`src/rtl/game_timer_ctl.sv`:
```
// Countdown game timer in the system clock domain: start/pause control, low-time warning, expiry pulse.
// Optional saturating bonus addition is built only when GAME_TIMER_BONUS_EN is defined.
module game_timer_ctl #(
    parameter int WIDTH = 6,
    parameter int START = 20,
    parameter int MAX   = 63,
    parameter int WARN  = 5
) (
    input  logic             clk,
    input  logic             rst_n,
    input  logic             tick,
    input  logic             start,
    input  logic             pause_tog,
    input  logic             bonus_valid,
    input  logic [WIDTH-1:0] bonus_amt,
    output logic [WIDTH-1:0] time_remaining,
    output logic [1:0]       state,
    output logic             warning,
    output logic             game_end,
    output logic             expire_pulse
);

    typedef enum logic [1:0] {IDLE = 2'd0, RUN = 2'd1, PAUSED = 2'd2, EXPIRED = 2'd3} state_t;

    state_t           state_q, state_d;
    logic [WIDTH-1:0] cnt_q, cnt_d;
    logic             pulse_q;
    logic [WIDTH-1:0] bonused;
    logic [WIDTH-1:0] run_next;

`ifdef GAME_TIMER_BONUS_EN
    // Sum is one bit wider so it clamps at MAX instead of wrapping.
    logic [WIDTH:0] sum;
    always_comb begin
        sum = {1'b0, cnt_q} + (bonus_valid ? {1'b0, bonus_amt} : '0);
        if (sum > (WIDTH+1)'(MAX))
            bonused = WIDTH'(MAX);
        else
            bonused = sum[WIDTH-1:0];
    end
`else
    logic unused_bonus;
    assign unused_bonus = ^{bonus_valid, bonus_amt, WIDTH'(MAX)};
    assign bonused      = cnt_q;
`endif

    assign run_next = bonused - {{(WIDTH-1){1'b0}}, tick};

    always_comb begin
        state_d = state_q;
        cnt_d   = cnt_q;
        if (start) begin
            state_d = RUN;
            cnt_d   = WIDTH'(START);
        end else begin
            case (state_q)
                RUN: begin
                    if (pause_tog) begin
                        state_d = PAUSED;
                    end else begin
                        cnt_d = run_next;
                        if (run_next == '0)
                            state_d = EXPIRED;
                    end
                end
                PAUSED: begin
                    if (pause_tog)
                        state_d = RUN;
                    else
                        cnt_d = bonused;
                end
                EXPIRED: cnt_d = '0;
                default: ;
            endcase
        end
    end

    always_ff @(posedge clk or negedge rst_n) begin
        if (!rst_n) begin
            state_q <= IDLE;
            cnt_q   <= WIDTH'(START);
            pulse_q <= 1'b0;
        end else begin
            state_q <= state_d;
            cnt_q   <= cnt_d;
            pulse_q <= (state_d == EXPIRED) && (state_q != EXPIRED);
        end
    end

    assign time_remaining = cnt_q;
    assign state          = state_q;
    assign game_end       = (state_q == EXPIRED);
    assign expire_pulse   = pulse_q;
    assign warning        = ((state_q == RUN) || (state_q == PAUSED)) &&
                            (cnt_q != '0) && (cnt_q <= WIDTH'(WARN));

endmodule

```
`config.mk`:
```
export PLATFORM = sky130hd
export DESIGN_NAME = game_timer_ctl
export DESIGN_NICKNAME = d
export VERILOG_FILES = /design/src/rtl/game_timer_ctl.sv
export SDC_FILE = /design/constraint.sdc
export NUM_CORES = 1
export LEC_CHECK = 0
export ABC_CLOCK_PERIOD_IN_PS = 1500
export CAP_MARGIN = 20
export CORE_AREA = 2 2 39 41
export DETAILED_ROUTE_END_ITERATION = 16
export DIE_AREA = 0 0 41 43
export DONT_BUFFER_PORTS = 1
export PLACE_DENSITY_LB_ADDON = 0.15
export REMOVE_ABC_BUFFERS = 1
export SETUP_SLACK_MARGIN = 0.05
export SLEW_MARGIN = 40
export SYNTH_ARGS = -nofsm -noshare
export SYNTH_HDL_FRONTEND = slang
export SYNTH_SLANG_ARGS = --single-unit
```
`constraint.sdc`:
```
create_clock -name clk -period 1.5 [get_ports clk]
set_input_delay 0 -clock clk [delete_from_list [all_inputs] [get_ports clk]]
set_output_delay 0 -clock clk [all_outputs]
set_load 0.02 [all_outputs]
```
# After elaboration in Yosys (flattened, before gate mapping)
# Cells that the tools add are included.
word_totals:
  memories: 0
  input_bits: 12
  latchBits: 0
  output_inout_bits: 11
  rom_bits: 0
  reg_bits: 9
  ram_bits: 0
  word_cells: 27
op_classes:
  shift: 0
  order_cmp: 1
  eq_ne: 6
  n_reduce_logical: 8
  bitwise: 0
  multipliers: 0
  addsub: 1
  n_div: 0
  n_mux: 8
ops:
  columns: ["operator", "n"]
  rows:
  - ["6-bit 2-to-1 mux", 2]
  - ["6-bit one-hot mux with 2 select lines", 1]
  - ["2-bit 2-to-1 mux", 4]
  - ["2-bit == test, second input constant", 3]
  - ["6-bit by 3-bit less-or-equal comparator with 1-bit output, second input constant", 1]
  - ["6-bit zero test", 1]
  - ["6-bit nonzero test", 1]
  - ["6-bit by 1-bit subtractor with 6-bit output", 1]
  - ["2-bit one-hot mux with 2 select lines", 1]
  - ["1-bit logical AND", 3]
  - ["3-bit inequality test, second input constant", 1]
  - ["3-bit nonzero test", 1]
  - ["2-bit by 1-bit == test with 1-bit output, second input constant", 1]
  - ["2-bit inequality test, second input constant", 1]
  - ["2-bit AND reduction", 1]
  - ["1-bit logical OR", 1]

# Logic depth before layout (Yosys ltp)
depth:
  word_depth: 8
  depth_mapped: 7
  mapped_depth_nobuf: 7

# Worst setup path after synthesis
# Ideal clock, no wire load.
synth_path:
  kind: "register to register"
  start: "register cnt_q[0] (netlist: time_remaining[0])"
  end: "register cnt_q[2] (netlist: time_remaining[2])"
  path_stages_with_launch: 7
  path_buffers: 0
  required_ns: 1.418
  setup_time_ns: 0.082
  synth_period_minus_slack_ns: 1.687
  arrival_ns: 1.605
  setup_slack_ns: -0.187
  path_cell_list: "dfrtp_1 -> inv_1 -> ha_1 -> ha_1 -> and2b_2 -> a22o_2 -> a211o_1"
synth_via:
  elab_chain_len: 4
synth_rtl:
  columns: ["item", "line", "rtl"]
  rows:
  - ["start, declared", "26", "logic [WIDTH-1:0] cnt_q, cnt_d;"]
  - ["start signal, assigned", "81", "cnt_q <= WIDTH'(START);"]
  - ["start signal, assigned", "85", "cnt_q <= cnt_d;"]
  - ["6-bit by 1-bit subtractor with 6-bit output", "47", "assign run_next = bonused - {{(WIDTH-1){1'b0}}, tick};"]
  - ["6-bit 2-to-1 mux", "58", "if (pause_tog) begin"]
  - ["6-bit one-hot mux with 2 select lines", "56", "case (state_q)"]
  - ["6-bit 2-to-1 mux", "52", "if (start) begin"]
# No other way between the ends. The select of a mux whose other input is x is not followed.
# A chain may end at the register's enable or synchronous reset.

# Worst setup path after layout
# Same ends and word-level chain as after synthesis.

==> results_dict.tcl <==
set metrics [dict create \
    routed_wl_um 1900 \
    hold-worst-slack_ps 10.8 \
    dr.first_iter.drc_count 8 \
    tritoncts_clock_tree "yes" \
    asyncSetResetFlopFracSynth_pct 100 \
    setup.worst_path.start "time_remaining[0]$_DFFE_PN0P_" \
    worst_ep_arrival_time_ps 1690 \
    met1Wirelength_um 803 \
    worstMarginPinSlew_ps 435 \
    clock_latency_ps 260 \
    rsz0062_at_grt "true" \
    synth_sequential_area_ratio_pct 35.3 \
    hold_path_startpoint "pause_tog" \
    ir_worst_vdd_v 0.000710 \
    syn-cell-area_um2 644 \
    worstPathCellList "inv_2 -> ha_4 -> ha_4 -> and2b_2 -> a22o_2 -> a211o_1" \
    portBuffers 0 \
    synthFlopType "sky130_fd_sc_hd__dfrtp_1" \
    die_w_um 41 \
    crit-reg2reg-launch "time_remaining[0]$_DFFE_PN0P_" \
    failed_checks "negative setup slack" \
    overflow 0 \
    synthDominantAreaCellType "sky130_fd_sc_hd__dfrtp_1" \
    synth_cell_types 34 \
    grt_first_pass_wirelength_um 2680 \
    path_class "reg -> reg" \
    final_design_area_no_fill_um2 907 \
    critical-path-max-stage-delay_ps 360 \
    layout_setup_ws_ps -6.43 \
    vias 621 \
    period_needed_ps 1510 \
    synth_top_cell_area_share_pct 27.2 \
    drive_above_1_share_pct 39.6 \
    final-seq-area_um2 228 \
    cp_data_required_time_ps 1690 \
    static-leakage-power_nw 0.401 \
    netlist_instances 71 \
    die-height_um 43 \
    rrSetupSlack_ps -6 \
    drt-pass1-iter-count 4 \
    multiInputGateArea_um2 442 \
    track_usage_pct 22.5 \
    floorplan.initialDensity_pct 46.6 \
    io-pin-count 23 \
    cap_violations 0 \
    gp_routability_congestion 0.795 \
    place_area_um2 753 \
    setup_viol_count_final 1 \
    crit_path_end_kind "register" \
    finalHoldViolations 0 \
    htree_levels 1 \
    route.detailed.drc 0 \
    number_of_flops_mapped_to_enable_cells_by_yosys 0 \
    slowest_stage "sky130_fd_sc_hd__dfrtp_1" \
    setup.worst_path.start_class "register" \
    fp-row-count 14 \
    finalCritPeriodShare_pct 100 \
    grt_start_max_net_pins 10 \
    slew-limit-headroom_pct 70.9 \
    power_density_mw_per_mm2 1020 \
    final.setup_skew_ps 4.76 \
    syn_avg_cell_area_um2 9.08 \
    routed_via_density 5.80 \
    critical-path-top-cell-by-count "sky130_fd_sc_hd__ha_4" \
    tritoncts.num_buffers 3 \
    post_synth_main_area_contributors "sky130_fd_sc_hd__dfrtp_1, sky130_fd_sc_hd__ha_1, sky130_fd_sc_hd__dfstp_2, sky130_fd_sc_hd__inv_1, sky130_fd_sc_hd__nand2_1" \
    nNetsFinal 109 \
    diodes 0 \
    worst_hold_path_type "in -> reg" \
    slew_viol_final 0 \
    clk_pin_slew_ps 60 \
    max_clock_freq_mhz 664 \
    route.detailed.wl_per_inst_um 17.8 \
    ys_warn_count 0 \
    fp.coreArea_mm2 0.00138 \
    cts.sink_count 9 \
    clockRootBuffer "sky130_fd_sc_hd__clkbuf_4" \
    wl_met3_um 94 \
    outcome "finished, violations left" \
    route.antenna.remaining_nets 0 \
    critPathBufInv 1 \
    place_hpwl_um 1190 \
    top_layer "met3" \
    timing.critical_path.fanout_max 3 \
    clock_path_buffers 2 \
    postSynthRegisterBits 9 \
    layout.filler_cells 118 \
    layout.core_utilization_pct 65.6 \
    synthToLayoutAreaGrowth_pct 40.8 \
    wl_met2_um 1000 \
    fp.dieArea_mm2 0.00176 \
    vias_in_the_first_global_route 595 \
    top_family_by_delay_on_critical_path "compound AO/OA/AOI/OAI gates" \
    antenna_found_initial 0 \
]
==> final timing paths <==
| check | endpoint | cells past startpoint |
|---|---|---|
| worst min-delay path | time_remaining[2]$_DFFE_PN1P_ | 2 |
| min in group asynchronous | time_remaining[0]$_DFFE_PN0P_ | 1 |
| worst max-delay path | time_remaining[2]$_DFFE_PN1P_ | 6 |
| max in group asynchronous | time_remaining[2]$_DFFE_PN1P_ | 1 |
| worst max register to register | time_remaining[2]$_DFFE_PN1P_ | 6 |
| worst min register to register | time_remaining[4]$_DFFE_PN1P_ | 2 |
==> stage by stage <==
stage / instances / worst slack, ps / TNS [ps] / total power [mW]
5_1_grt: 107 / -70.3 / -286 / 0.991
3_5_place_dp: 97 / -87.8 / -155 / 0.659
3_3_place_gp: 97 / -31.0 / -39.9 / 0.654
4_1_cts: 106 / -4.14 / -4.14 / 0.907
2_1_floorplan: 67 / -187 / -591 / 0.533
6_report: 107 / -6.43 / -6.43 / 0.928
==> metal layers <==
layer	GRT usage, %	vias up
met4	6.00	0
met1	30.2	306
met2	34.7	18
li1	-	297
met3	5.76	0
met5	0	-
==> final cells by class <==
| type | instances | area share (%) |
|---|---|---|
| tap | 16 | 2.21 |
| timing repair buffer | 20 | 18.2 |
| clock buffer | 4 | 2.90 |
| multi-input combinational | 51 | 48.7 |
| sequential | 9 | 25.1 |
| inverter | 7 | 2.90 |
==> cells in the mapped netlist, types with 3 or more instances <==
library cell and n:
sky130_fd_sc_hd__a21oi_1 3, sky130_fd_sc_hd__clkbuf_1 3, sky130_fd_sc_hd__dfrtp_1 7, sky130_fd_sc_hd__ha_1 5, sky130_fd_sc_hd__inv_1 7, sky130_fd_sc_hd__nand2_1 5, sky130_fd_sc_hd__nor2_1 5, sky130_fd_sc_hd__o21ai_0 3
==> repair_timing <==
action	4_1_cts	5_1_grt
resized for setup	9	7
setup endpoints to repair	6	9
hold buffers	3	0
endpoints found under the hold margin	17	0
buffers inserted	2	1
pin swaps	4	5
==> cell families (layout without fill, tap and decap cells) <==
family,after synthesis,after routing,share of synthesized area (%)
flops,9,9,35.3
simple gates,25,25,23.1
fa+ha+maj,5,5,9.71
compound gates,18,18,20.8
mux,1,1,1.75
xor+xnor,2,2,2.72
buf+inv,11,31,6.60
==> flip-flops by register name (all words and copies together) (netlist names) <==
| name | count |
|---|---|
| time_remaining | 6 |
| expire_pulse | 1 |
| state | 2 |
==> worst reg2reg max path, stage by stage, from the launching register on <==
cell and delay (ps):
sky130_fd_sc_hd__dfrtp_1 360, sky130_fd_sc_hd__inv_2 60, sky130_fd_sc_hd__ha_4 160, sky130_fd_sc_hd__ha_4 160
sky130_fd_sc_hd__and2b_2 210, sky130_fd_sc_hd__a22o_2 230, sky130_fd_sc_hd__a211o_1 250
==> layout by cell type (no fill, tap or decap), types with 2 or more instances in the layout <==
cell / count
sky130_fd_sc_hd__buf_4: 15
sky130_fd_sc_hd__inv_2: 2
sky130_fd_sc_hd__nand2_1: 5
sky130_fd_sc_hd__xnor2_1: 2
sky130_fd_sc_hd__ha_4: 3
sky130_fd_sc_hd__o21ai_0: 2
sky130_fd_sc_hd__dfstp_2: 2
sky130_fd_sc_hd__a32oi_1: 2
sky130_fd_sc_hd__nor2_1: 4
sky130_fd_sc_hd__a21oi_1: 3
sky130_fd_sc_hd__dlygate4sd3_1: 3
sky130_fd_sc_hd__inv_1: 5
sky130_fd_sc_hd__buf_6: 2
sky130_fd_sc_hd__a2bb2oi_1: 2
sky130_fd_sc_hd__clkbuf_4: 3
sky130_fd_sc_hd__dfrtp_1: 7
sky130_fd_sc_hd__nor2b_1: 2
==> where the power goes <==
group | leakage (nW) | total [mW] | switching, mW | internal [mW]
registers | 0.114 | 0.325 | 0.0489 | 0.276
logic | 0.272 | 0.415 | 0.202 | 0.213
clock network | 0.0150 | 0.187 | 0.0847 | 0.102
Note: power is estimated with default switching activity, not from simulation.
